**config.mk**
```make
export PLATFORM = sky130hd
export DESIGN_NAME = priority_n_reg
export DESIGN_NICKNAME = d
export VERILOG_FILES = /design/src/rtl/priority_n_reg_pkg.sv /design/src/rtl/priority_n_reg_onehot_enc_n.sv /design/src/rtl/priority_n_reg.sv
export SDC_FILE = /design/constraint.sdc
export NUM_CORES = 1
export LEC_CHECK = 0
export ABC_CLOCK_PERIOD_IN_PS = 1000
export CORE_AREA = 5 5 42 44
export DETAILED_ROUTE_END_ITERATION = 12
export DIE_AREA = 0 0 47 49
export HOLD_SLACK_MARGIN = 0.08
export MAX_ROUTING_LAYER = met4
export PLACE_DENSITY_LB_ADDON = 0.15
export RECOVER_POWER = 50
export SYNTH_ARGS = -nofsm -noshare
export SYNTH_HDL_FRONTEND = slang
export SYNTH_HIERARCHICAL = 1
export SYNTH_SLANG_ARGS = --single-unit
```
**constraint.sdc**
```tcl
create_clock -name clk -period 1 [get_ports clk]
set_input_delay 0.25 -clock clk [delete_from_list [all_inputs] [get_ports clk]]
set_output_delay 0.25 -clock clk [all_outputs]
set_load 0.1 [all_outputs]
```
**src/rtl/priority_n_reg_pkg.sv**
```systemverilog
// Shared definitions for the N-lane registered priority/XOR cell.
// Index-width helper and error-class bit positions on the monitor bus.
package priority_pkg;

    localparam int ERR_MULTI = 0;
    localparam int ERR_IN    = 1;
    localparam int ERR_EMPTY = 2;
    localparam int ERR_W     = 3;

    function automatic int idx_w(input int n);
        if (n <= 2) begin
            return 1;
        end
        return $clog2(n);
    endfunction

endpackage

```
**src/rtl/priority_n_reg_onehot_enc_n.sv**
```systemverilog
// Popcount class (zero/one/many) plus index encoder for N lanes.
// idx is forced to 0 unless exactly one lane is set.
module onehot_enc_n
    import priority_pkg::*;
#(
    parameter int N     = 4,
    parameter int IDX_W = idx_w(N)
) (
    input  logic [N-1:0]     bits,
    output logic             zero,
    output logic             one,
    output logic             many,
    output logic [IDX_W-1:0] idx
);

    logic [IDX_W-1:0] or_idx;

    // clearing the lowest set bit leaves something only if 2+ are set
    assign zero = ~|bits;
    assign many = |(bits & (bits - N'(1)));
    assign one  = ~zero & ~many;

    // OR of lane numbers is exact only for one-hot input
    always_comb begin
        or_idx = '0;
        for (int i = 0; i < N; i++) begin
            if (bits[i]) begin
                or_idx = or_idx | IDX_W'(i);
            end
        end
    end

    assign idx = one ? or_idx : '0;

endmodule

```
**src/rtl/priority_n_reg.sv**
```systemverilog
// Pipelined N-lane priority cell with error classes and sticky latch.
// Define PRIORITY_N_ERR_CNT_EN to add the saturating err_cnt port.
module priority_n_reg
    import priority_pkg::*;
#(
    parameter int N           = 4,
    parameter int IDX_W       = idx_w(N),
    parameter int PIPE_STAGES = 1,
    parameter int STRICT      = 0,
    parameter int CNT_W       = 8
) (
    input  logic             clk,
    input  logic             rst_n,
    input  logic             in_valid,
    input  logic [N-1:0]     in_bits,
    input  logic [N-1:0]     in_err,
    input  logic             err_clr,
    output logic             out_valid,
    output logic             Y,
    output logic [IDX_W-1:0] idx,
    output logic             err,
    output logic             err_multi,
    output logic             err_in,
    output logic             err_empty,
    output logic             err_sticky
`ifdef PRIORITY_N_ERR_CNT_EN
    ,
    output logic [CNT_W-1:0] err_cnt
`endif
);

    typedef struct packed {
        logic             v;
        logic             y;
        logic [IDX_W-1:0] idx;
        logic [ERR_W-1:0] ec;
    } beat_t;

    logic             enc_zero;
    logic             enc_one;
    logic             enc_many;
    logic [IDX_W-1:0] enc_idx;
    beat_t            s1_d;
    beat_t            s1_q;
    beat_t            out_q;
    logic             beat_err;

    onehot_enc_n #(
        .N     (N),
        .IDX_W (IDX_W)
    ) u_enc (
        .bits (in_bits),
        .zero (enc_zero),
        .one  (enc_one),
        .many (enc_many),
        .idx  (enc_idx)
    );

    // classify the incoming beat; idle cycles load an all-zero bundle
    always_comb begin
        s1_d = '0;
        if (in_valid) begin
            s1_d.v             = 1'b1;
            s1_d.y             = enc_one;
            s1_d.idx           = enc_idx;
            s1_d.ec[ERR_MULTI] = enc_many;
            s1_d.ec[ERR_IN]    = |in_err;
            s1_d.ec[ERR_EMPTY] = (STRICT != 0) && enc_zero;
        end
    end

    // first pipeline register
    always_ff @(posedge clk or negedge rst_n) begin
        if (!rst_n) begin
            s1_q <= '0;
        end else begin
            s1_q <= s1_d;
        end
    end

    if (PIPE_STAGES == 2) begin : g_s2
        beat_t s2_q;

        // optional second stage is a straight copy for timing
        always_ff @(posedge clk or negedge rst_n) begin
            if (!rst_n) begin
                s2_q <= '0;
            end else begin
                s2_q <= s1_q;
            end
        end

        assign out_q = s2_q;
    end else begin : g_s1
        assign out_q = s1_q;
    end

    assign out_valid = out_q.v;
    assign Y         = out_q.y;
    assign idx       = out_q.idx;
    assign err_multi = out_q.ec[ERR_MULTI];
    assign err_in    = out_q.ec[ERR_IN];
    assign err_empty = (STRICT != 0) && out_q.ec[ERR_EMPTY];
    assign err       = err_multi | err_in | err_empty;
    assign beat_err  = out_q.v & err;

    // sticky latch: an erroring beat beats a coincident clear
    always_ff @(posedge clk or negedge rst_n) begin
        if (!rst_n) begin
            err_sticky <= 1'b0;
        end else if (beat_err) begin
            err_sticky <= 1'b1;
        end else if (err_clr) begin
            err_sticky <= 1'b0;
        end
    end

`ifdef PRIORITY_N_ERR_CNT_EN
    localparam logic [CNT_W-1:0] CNT_MAX = '1;

    // saturating count; clear plus erroring beat restarts at 1
    always_ff @(posedge clk or negedge rst_n) begin
        if (!rst_n) begin
            err_cnt <= '0;
        end else if (beat_err) begin
            if (err_clr) begin
                err_cnt <= CNT_W'(1);
            end else if (err_cnt != CNT_MAX) begin
                err_cnt <= err_cnt + CNT_W'(1);
            end
        end else if (err_clr) begin
            err_cnt <= '0;
        end
    end
`endif

endmodule

```
# Word-level counts from Yosys, hierarchy flattened
# Index checks and enable logic that the tools add are counted.
# totals
output_inout_bits	9
ff_bits	7
elab_cells	22
input_bits	12
# classes
bitwise_logic	5
n_mux	7
n_reduce_logical	4
addsub	1
# ops
cell	count
$reduce_or A4 Y1	3
$mux W7	1
$mux W2	3
$and A4 B4 Y4	1
$sub A4 B1 Y4 const B	1
$mux W1	3
$and A1 B1 Y1	2
$reduce_bool A2 Y1	1
$not A1 Y1	1
$or A1 B1 Y1	1

# Depth between registers and ports, before layout
# Gate-level depths: netlist (run 1).
# depth
word_depth	7
mapped_depth	5
depth_no_buf	4

# By module
# Netlist (run 1), hierarchy kept.
# by_module_without_submodules
mod	area_per_inst_um2	seq_area_each_um2	n_inst	cells_each
priority_n_reg	244.0	175.2	1	17
onehot_enc_n	116.4	0.0	1	14

# Worst setup path after synthesis (run 1)
# OpenSTA, ideal clock, no wires.
# synth_timing
path_kind	flip-flop to output port
start	register s1_q (netlist bit err_in)
end	output port err
path_buffers	0
slack_ns	-0.606
required_ns	0.750
stages_incl_launch_ff	2
arrival_ns	1.356
cell_sequence	dfrtp_1 or2_4
# synth_via
elab_chain_cells	1
# synth_rtl
element	line	rtl
start: declaration	priority_n_reg.sv:44	beat_t s1_q;
start signal: assignment	priority_n_reg.sv:75	s1_q <= '0;
start signal: assignment	priority_n_reg.sv:77	s1_q <= s1_d;
$or A1 B1 Y1	priority_n_reg.sv:104	assign err = err_multi | err_in | err_empty;
end: declaration	priority_n_reg.sv:21	output logic err,
# No other way between the ends.

# Final worst setup path (run 1)
# layout_timing
start	register s1_q (netlist bit err_multi)
end	output port err
# The elaborated chain is that of the path after synthesis.

==> results of run 1 <==
==> power by group through the flow <==
stage               registers [W]  logic (W)  clock network, W
global route             0.000320   0.000395          0.000259
floorplan                0.000443   0.000107                 0
global placement         0.000322   0.000381                 0
detailed placement       0.000323   0.000385                 0
finish                   0.000319   0.000377          0.000236
CTS                      0.000319   0.000388          0.000247
==> through the flow <==
| stage | instances | instance area [µm²] |
|---|---|---|
| 6_report | 69 | 669 |
| 5_1_grt | 69 | 669 |
| 4_1_cts | 70 | 688 |
| 3_5_place_dp | 65 | 647 |
| 3_3_place_gp | 65 | 647 |
| 2_1_floorplan | 30 | 368 |
==> layer usage <==
| metal | global-route usage | part of all wire | up-vias |
|---|---|---|---|
| met5 | - | 0 | - |
| met1 | 0.0454 | 0.25 | 129 |
| met4 | 0.0968 | 0.036 | 0 |
| met2 | 0.140 | 0.58 | 16 |
| li1 | - | - | 144 |
| met3 | 0 | 0.14 | 2 |
==> state kept, by name, indices dropped and copies added (netlist names) <==
name / cells
err_sticky: 1
out_valid: 1
err_in: 1
idx: 2
err_multi: 1
Y: 1
==> final cells by class <==
cell class,instances,area share
timing repair buffer,23,0.434
sequential,7,0.277
multi-input combinational,18,0.215
clock buffer,4,0.0393
tap,16,0.0299
inverter,1,0.00561
==> repair_timing <==
| action | 4_1_cts | 5_1_grt |
|---|---|---|
| resized for setup | 10 | 8 |
| hold endpoints to repair | 0 | 0 |
| pin swaps | 2 | 1 |
| setup endpoints to repair | 13 | 11 |
| setup buffers | 1 | 1 |
==> final timing paths <==
kind,depth (start not counted),startpoint,to
max in group asynchronous,1,rst_n,err_multi
min,1,rst_n,err_multi
min in group clk,3,in_bits[0],idx[1]
max,2,err_multi,err
max reg2reg,2,err_multi,err_sticky
min reg2reg,1,out_valid,err_sticky
==> impl_metrics.json, run 1 <==
{
  "fillCellCount": 143,
  "crit_required_ns": 0.75,
  "leakage_nw": 0.290,
  "netlist_instances": 30,
  "die_w_um": 47,
  "hold_path_class": "in2async",
  "finalCritPeriodShare": 1.37,
  "antenna_found_initial": 0,
  "violations": "setup timing",
  "final_critical_path_setup_slack_ns": -0.369,
  "area.sequential_um2": 185,
  "drt_first_pass_iters": 1,
  "clk_pin_slew_ns": 0.05,
  "routed_wl_um": 755,
  "start_kind": "flip-flop",
  "cpMaxStageDelayCell": "dfrtp_4",
  "nets": 66,
  "setup_viol": 9,
  "grt-ovfl-total": 0,
  "max_stage_delay_ns": 0.46,
  "syn_nets": 42,
  "dpl.hpwl_um": 684,
  "io_pins": 21,
  "die-area_um2": 2300,
  "r2r_slack_ns": -0.03,
  "max_freq_mhz": 730,
  "internal-power_w": 0.000607,
  "rsz0062_at_grt": "true",
  "grt_pass1_wl_um": 1160,
  "cts_tree": "built",
  "p_comb_frac": 0.405,
  "wl_per_cell_um": 10.9,
  "layout_common_cells": "buf_12 (8), clkdlybuf4s50_1 (6), dfrtp_2 (5)",
  "grt_pass1_vias": 333,
  "fin_skew_ns": 0.0000533,
  "grt_usage": 0.0751,
  "synth.cell_area_um2": 354,
  "cts_root_buffer": "clkbuf_4",
  "drc": 0,
  "pwr_density_cell_nw_per_um2": 1390,
  "clk_latency_ns": 0.24,
  "maxCapViolations": 0,
  "postSynthAreaPerCell_um2": 11.8,
  "htreeDepth": 1,
  "layout-drive-gt1-share": 0.547,
  "postLayoutCoreUtil": 0.478,
  "sw_frac_of_total": 0.348,
  "grt_max_degree": 8,
  "area_growth_pct": 89.0,
  "numCtsBuffers": 3,
  "crit_arrival_ns": 1.12,
  "ant_nets": 0,
  "drt_iter0_markers": 0,
  "min_period_ns": 1.37,
  "cp_num_buf_inv": 1,
  "insertedDiodeCount": 0,
  "cts_sinks": 7,
  "ir_drop_uv": 439,
  "cp_max_fo": 2,
  "path_delay_family": "flip-flops",
  "cp-end-kind": "output pin",
  "avgViaCountPerCell": 4.22,
  "final_common_cell": "buf_12",
  "worstSetupPathType": "reg2out",
  "dr_total_vias": 291,
  "power_w": 0.000932,
  "seq_power_share": 0.342,
  "hold_buffers": 0,
  "initial_utilization": 0.253,
  "p_clk_frac": 0.253,
  "core-area_um2": 1400,
  "hold-worst-slack_ns": 0.326,
  "cts_buffer_depth": 2,
  "outcome": "finished with violations",
  "drv_slew": 0,
  "rows": 14,
  "multi_input_comb_area_um2": 144,
  "post-place-ws_ns": -0.567,
  "finalHoldViolations": 0,
  "path_cells": "or2_4 > buf_12",
  "switchingPower_w": 0.000324,
  "place_congestion": 0.686,
  "setup_tns_ns": -1.13,
  "ys_warn_count": 6,
  "port_buffers": 19,
  "die_height_um": 49
}
Power figures use the tool's default switching activity.
==> run 2: changes to the inputs <==
ABC_CLOCK_PERIOD_IN_PS = 1200   (was 1000)
clock period = 1.2 ns   (was 1 ns; I/O delays follow)
==> run 2 against run 1 <==
Net effect: the run still ends with setup timing left; worst setup slack better by 0.13 ns; count of clock-buffer cells in the layout stayed put; hold slack better by 0.053 ns; sequential cell count stayed put; critical endpoint unchanged.
==> impl_metrics.json, run 2 (same netlist as run 1, synthesis figures left out) <==
{
  "outcome": "finished with violations",
  "violations": "setup timing",
  "initial_utilization": 0.253,
  "path_cells": "or2_4 > buf_12",
  "avgViaCountPerCell": 4.23,
  "path_delay_family": "flip-flops",
  "grt_pass1_vias": 306,
  "numCtsBuffers": 3,
  "drv_slew": 0,
  "cts_buffer_depth": 2,
  "layout-drive-gt1-share": 0.377,
  "post-place-ws_ns": -0.427,
  "p_clk_frac": 0.258,
  "postLayoutCoreUtil": 0.480,
  "die_height_um": 49,
  "p_comb_frac": 0.403,
  "start_kind": "flip-flop",
  "cts_sinks": 7,
  "dr_total_vias": 292,
  "final_critical_path_setup_slack_ns": -0.241,
  "io_pins": 21,
  "maxCapViolations": 0,
  "final_common_cell": "buf_12",
  "antenna_found_initial": 0,
  "rows": 14,
  "hold_buffers": 0,
  "worstSetupPathType": "reg2out",
  "grt_pass1_wl_um": 1320,
  "drt_iter0_markers": 1,
  "leakage_nw": 0.300,
  "finalHoldViolations": 0,
  "ir_drop_uv": 479,
  "wl_per_cell_um": 10.9,
  "htreeDepth": 1,
  "finalCritPeriodShare": 1.20,
  "ant_nets": 0,
  "insertedDiodeCount": 0,
  "sw_frac_of_total": 0.352,
  "hold_path_class": "in2async",
  "largest_reg_flops": 2,
  "grt_max_degree": 8,
  "dpl.hpwl_um": 673,
  "port_buffers": 19,
  "grt-ovfl-total": 0,
  "core-area_um2": 1400,
  "cp_max_fo": 2,
  "die_w_um": 47,
  "area_growth_pct": 90.1,
  "routed_wl_um": 752,
  "hold-worst-slack_ns": 0.378,
  "cts_root_buffer": "clkbuf_4",
  "max_stage_delay_ns": 0.46,
  "cts_tree": "built",
  "max_freq_mhz": 694,
  "drt_first_pass_iters": 2,
  "clk_latency_ns": 0.24,
  "crit_arrival_ns": 1.14,
  "cpMaxStageDelayCell": "dfrtp_4",
  "seq_power_share": 0.339,
  "switchingPower_w": 0.000276,
  "rsz0062_at_grt": "true",
  "layout_common_cells": "buf_12 (8), dfrtp_1 (5), clkdlybuf4s50_1 (5)",
  "place_congestion": 0.656,
  "crit_required_ns": 0.90,
  "cp_num_buf_inv": 1,
  "nets": 66,
  "clk_pin_slew_ns": 0.05,
  "drc": 0,
  "grt_usage": 0.0838,
  "setup_viol": 3,
  "fillCellCount": 130,
  "min_period_ns": 1.44,
  "cp-end-kind": "output pin",
  "fin_skew_ns": 0.00144,
  "die-area_um2": 2300,
  "pwr_density_cell_nw_per_um2": 1160,
  "internal-power_w": 0.000508
}
==> run 2: cell types whose count changed in the layout (fill, tap and decap cells not counted), sizes merged <==
cell           previous run  this run
buf                      13        12
clkbuf                    6         4
clkdlybuf4s15             1         0
clkdlybuf4s50             6         5
dlygate4sd2               0         4
dlygate4sd3               1         2
==> run 2: worst reg2reg max path, stage by stage (launching register included) <==
cell and delay, ns:
dfrtp_4 0.46, or2_4 0.27, a22o_1 0.18
==> run 2: per-stage QoR <==
stage	std cells	total power [W]	area (µm²)	setup TNS [ns]
global placement	64	0.000582	637	-1.09
detailed placement	64	0.000587	637	-1.22
floorplan	30	0.000457	362	-0.282
global route	69	0.000824	673	-0.611
CTS	68	0.000793	662	-0.465
finish	69	0.000784	673	-0.532
==> run 2: repair_timing <==
item,4_1_cts,5_1_grt
setup buffers,0,1
setup endpoints to repair,5,3
pin swaps,1,1
gates resized for setup,5,1
==> run 2: power groups by stage <==
stage / clock (W) / sequential (W) / combinational (W)
after detailed placement: 0 / 0.000270 / 0.000317
after floorplan: 0 / 0.000369 / 0.0000880
after CTS: 0.000213 / 0.000266 / 0.000314
final: 0.000202 / 0.000265 / 0.000316
after global placement: 0 / 0.000269 / 0.000313
after global routing: 0.000226 / 0.000267 / 0.000331
==> run 2: routing by layer <==
layer,up-vias,track usage,share of wire
met3,0,0.0221,0.085
met5,-,-,0
li1,145,-,-
met1,135,0.0700,0.33
met2,12,0.143,0.58
met4,0,0.0691,0
==> run 2: layout make-up <==
class                      instances  area [µm²]  share of cell area
timing repair buffer              23         303               0.450
sequential                         7         183               0.271
multi-input combinational         18         138               0.204
clock buffer                       4        26.3              0.0390
tap                               16        20.0              0.0297
inverter                           1        3.75             0.00558
==> run 2: path summary, 6_finish.rpt <==
check	to	slack, ns	from	depth (start not counted)
worst max-delay path	err	-0.24	err_multi	2
worst min-delay path	out_valid	0.38	rst_n	1
worst max register to register	err_sticky	0.17	err_multi	2
worst min register to register	err_sticky	0.56	out_valid	1
max in group asynchronous	err_multi	0.57	rst_n	1
min in group clk	err_sticky	0.56	out_valid	1
==> run 3: changes to the inputs <==
CAP_MARGIN = 0   (was default)
CORE_AREA = 2 2 39 41   (was 5 5 42 44)
DIE_AREA = 0 0 41 43   (was 0 0 47 49)
==> run 3 against run 2 <==
Net effect: the run still ends with setup timing left; global-route usage up 2.0 points; maximum frequency about the same; hold slack got worse by 0.0062 ns; sequential power hardly changed; core utilization is 2.1 points higher; wire length is 4.3% lower; sequential share of layout area decreased by 0.83 points; clock skew fell by 0.0013 ns; clock power about the same; count of clock-buffer cells in the layout unchanged; total power increased by 0.75%; largest power group unchanged.
==> impl_metrics.json, run 3 (same netlist as run 1, synthesis figures left out) <==
{
  "rows": 14,
  "ir_drop_uv": 369,
  "place_congestion": 0.593,
  "final_critical_path_setup_slack_ns": -0.242,
  "die_height_um": 43,
  "grt_pass1_vias": 334,
  "finalCritPeriodShare": 1.20,
  "cp_max_fo": 2,
  "setup_viol": 3,
  "dpl.hpwl_um": 616,
  "violations": "setup timing",
  "drt_first_pass_iters": 4,
  "grt-ovfl-total": 0,
  "path_cells": "or2_4 > buf_12",
  "outcome": "finished with violations",
  "dr_total_vias": 306,
  "worstRegToRegCells": 2,
  "numCtsBuffers": 3,
  "crit_required_ns": 0.90,
  "crit_arrival_ns": 1.14,
  "postLayoutCoreUtil": 0.502,
  "cts_tree": "built",
  "die_w_um": 41,
  "min_period_ns": 1.44,
  "largest_reg_flops": 2,
  "fin_skew_ns": 0.000114,
  "clk_latency_ns": 0.24,
  "antenna_found_initial": 0,
  "use_met2": 0.197,
  "area_growth_pct": 96.1,
  "drv_slew": 0,
  "final_common_cell": "buf_12",
  "avgViaCountPerCell": 4.31,
  "cts_sinks": 7,
  "drc": 0,
  "rsz0062_at_grt": "true",
  "grtUsageMet3": 0.0157,
  "core-area_um2": 1380,
  "io_pins": 21,
  "cts_root_buffer": "clkbuf_4",
  "cp-end-kind": "output pin",
  "post-place-ws_ns": -0.408,
  "layout_common_cells": "buf_12 (8), dfrtp_1 (5), clkdlybuf4s50_1 (5)",
  "insertedDiodeCount": 0,
  "worstSetupPathType": "reg2out",
  "maxCapViolations": 0,
  "grt_usage": 0.104,
  "use_met1": 0.0635,
  "hold_path_class": "in2async",
  "clk_pin_slew_ns": 0.05,
  "hold_buffers": 0,
  "cpMaxStageDelayCell": "dfrtp_4",
  "start_kind": "flip-flop",
  "fillCellCount": 133,
  "finalHoldViolations": 0,
  "nets": 68,
  "max_freq_mhz": 694,
  "die-area_um2": 1760,
  "htreeDepth": 1,
  "ant_nets": 0,
  "wl_per_cell_um": 10.1,
  "power_w": 0.000790,
  "max_stage_delay_ns": 0.46,
  "pwr_density_cell_nw_per_um2": 1140,
  "drt_iter0_markers": 1,
  "routed_wl_um": 720,
  "layout-drive-gt1-share": 0.418,
  "grt_pass1_wl_um": 1140,
  "initial_utilization": 0.256,
  "port_buffers": 19,
  "leakage_nw": 0.310,
  "grt_max_degree": 8,
  "grt.busiest_layer": "met2",
  "cts_buffer_depth": 2
}
-- run 3: report_power, final --
| group | internal, W | total (W) | switching (W) | leakage [nW] |
|---|---|---|---|---|
| registers | 0.000254 | 0.000266 | 0.0000118 | 0.0865 |
| clock network | 0.000126 | 0.000201 | 0.0000750 | 0.0150 |
| logic | 0.000133 | 0.000323 | 0.000190 | 0.209 |
| total | 0.000513 | 0.000790 | 0.000277 | 0.310 |
-- run 3: worst max-delay path, delay by kind of cell, from the launching register on --
| family | cells | cell delay (ns) |
|---|---|---|
| flops | 1 | 0.46 |
| simple gates | 1 | 0.27 |
| buf+inv | 1 | 0.17 |
-- run 3: path summary, 6_finish.rpt --
check | start | to | slack, ns
min in group clk | out_valid | err_sticky | 0.56
max in group asynchronous | rst_n | err_multi | 0.58
hold reg to reg | out_valid | err_sticky | 0.56
hold / removal | rst_n | idx[0] | 0.37
setup reg to reg | err_multi | err_sticky | 0.17
setup / recovery | err_multi | err | -0.24
-- run 3: repair_timing --
item	4_1_cts	5_1_grt
gates cloned	0	0
gates resized for setup	7	1
endpoints found under the setup margin	6	3
pin swaps	0	0
setup buffers	1	1
-- run 3: through the flow --
step                instances  hold slack (ns)  TNS (ns)  instance area, µm²
finish                     71            0.372    -0.535                 694
global route               71            0.370    -0.635                 694
CTS                        71            0.303    -0.565                 694
detailed placement         66            0.549     -1.28                 652
global placement           66            0.544     -1.15                 652
floorplan                  30          0.00441    -0.282                 362
-- run 3: layer usage --
metal / vias to the layer above / part of all wire
li1: 152 / -
met1: 136 / 0.25
met2: 16 / 0.64
met3: 2 / 0.089
met4: 0 / 0.024
met5: - / 0
-- run 3: cell type report --
cell class / count / area (µm²) / area share
clock buffer: 4 / 26.3 / 0.0378
inverter: 1 / 3.75 / 0.00541
multi-input combinational: 18 / 144 / 0.207
sequential: 7 / 183 / 0.263
tap: 16 / 20.0 / 0.0288
timing repair buffer: 25 / 318 / 0.458
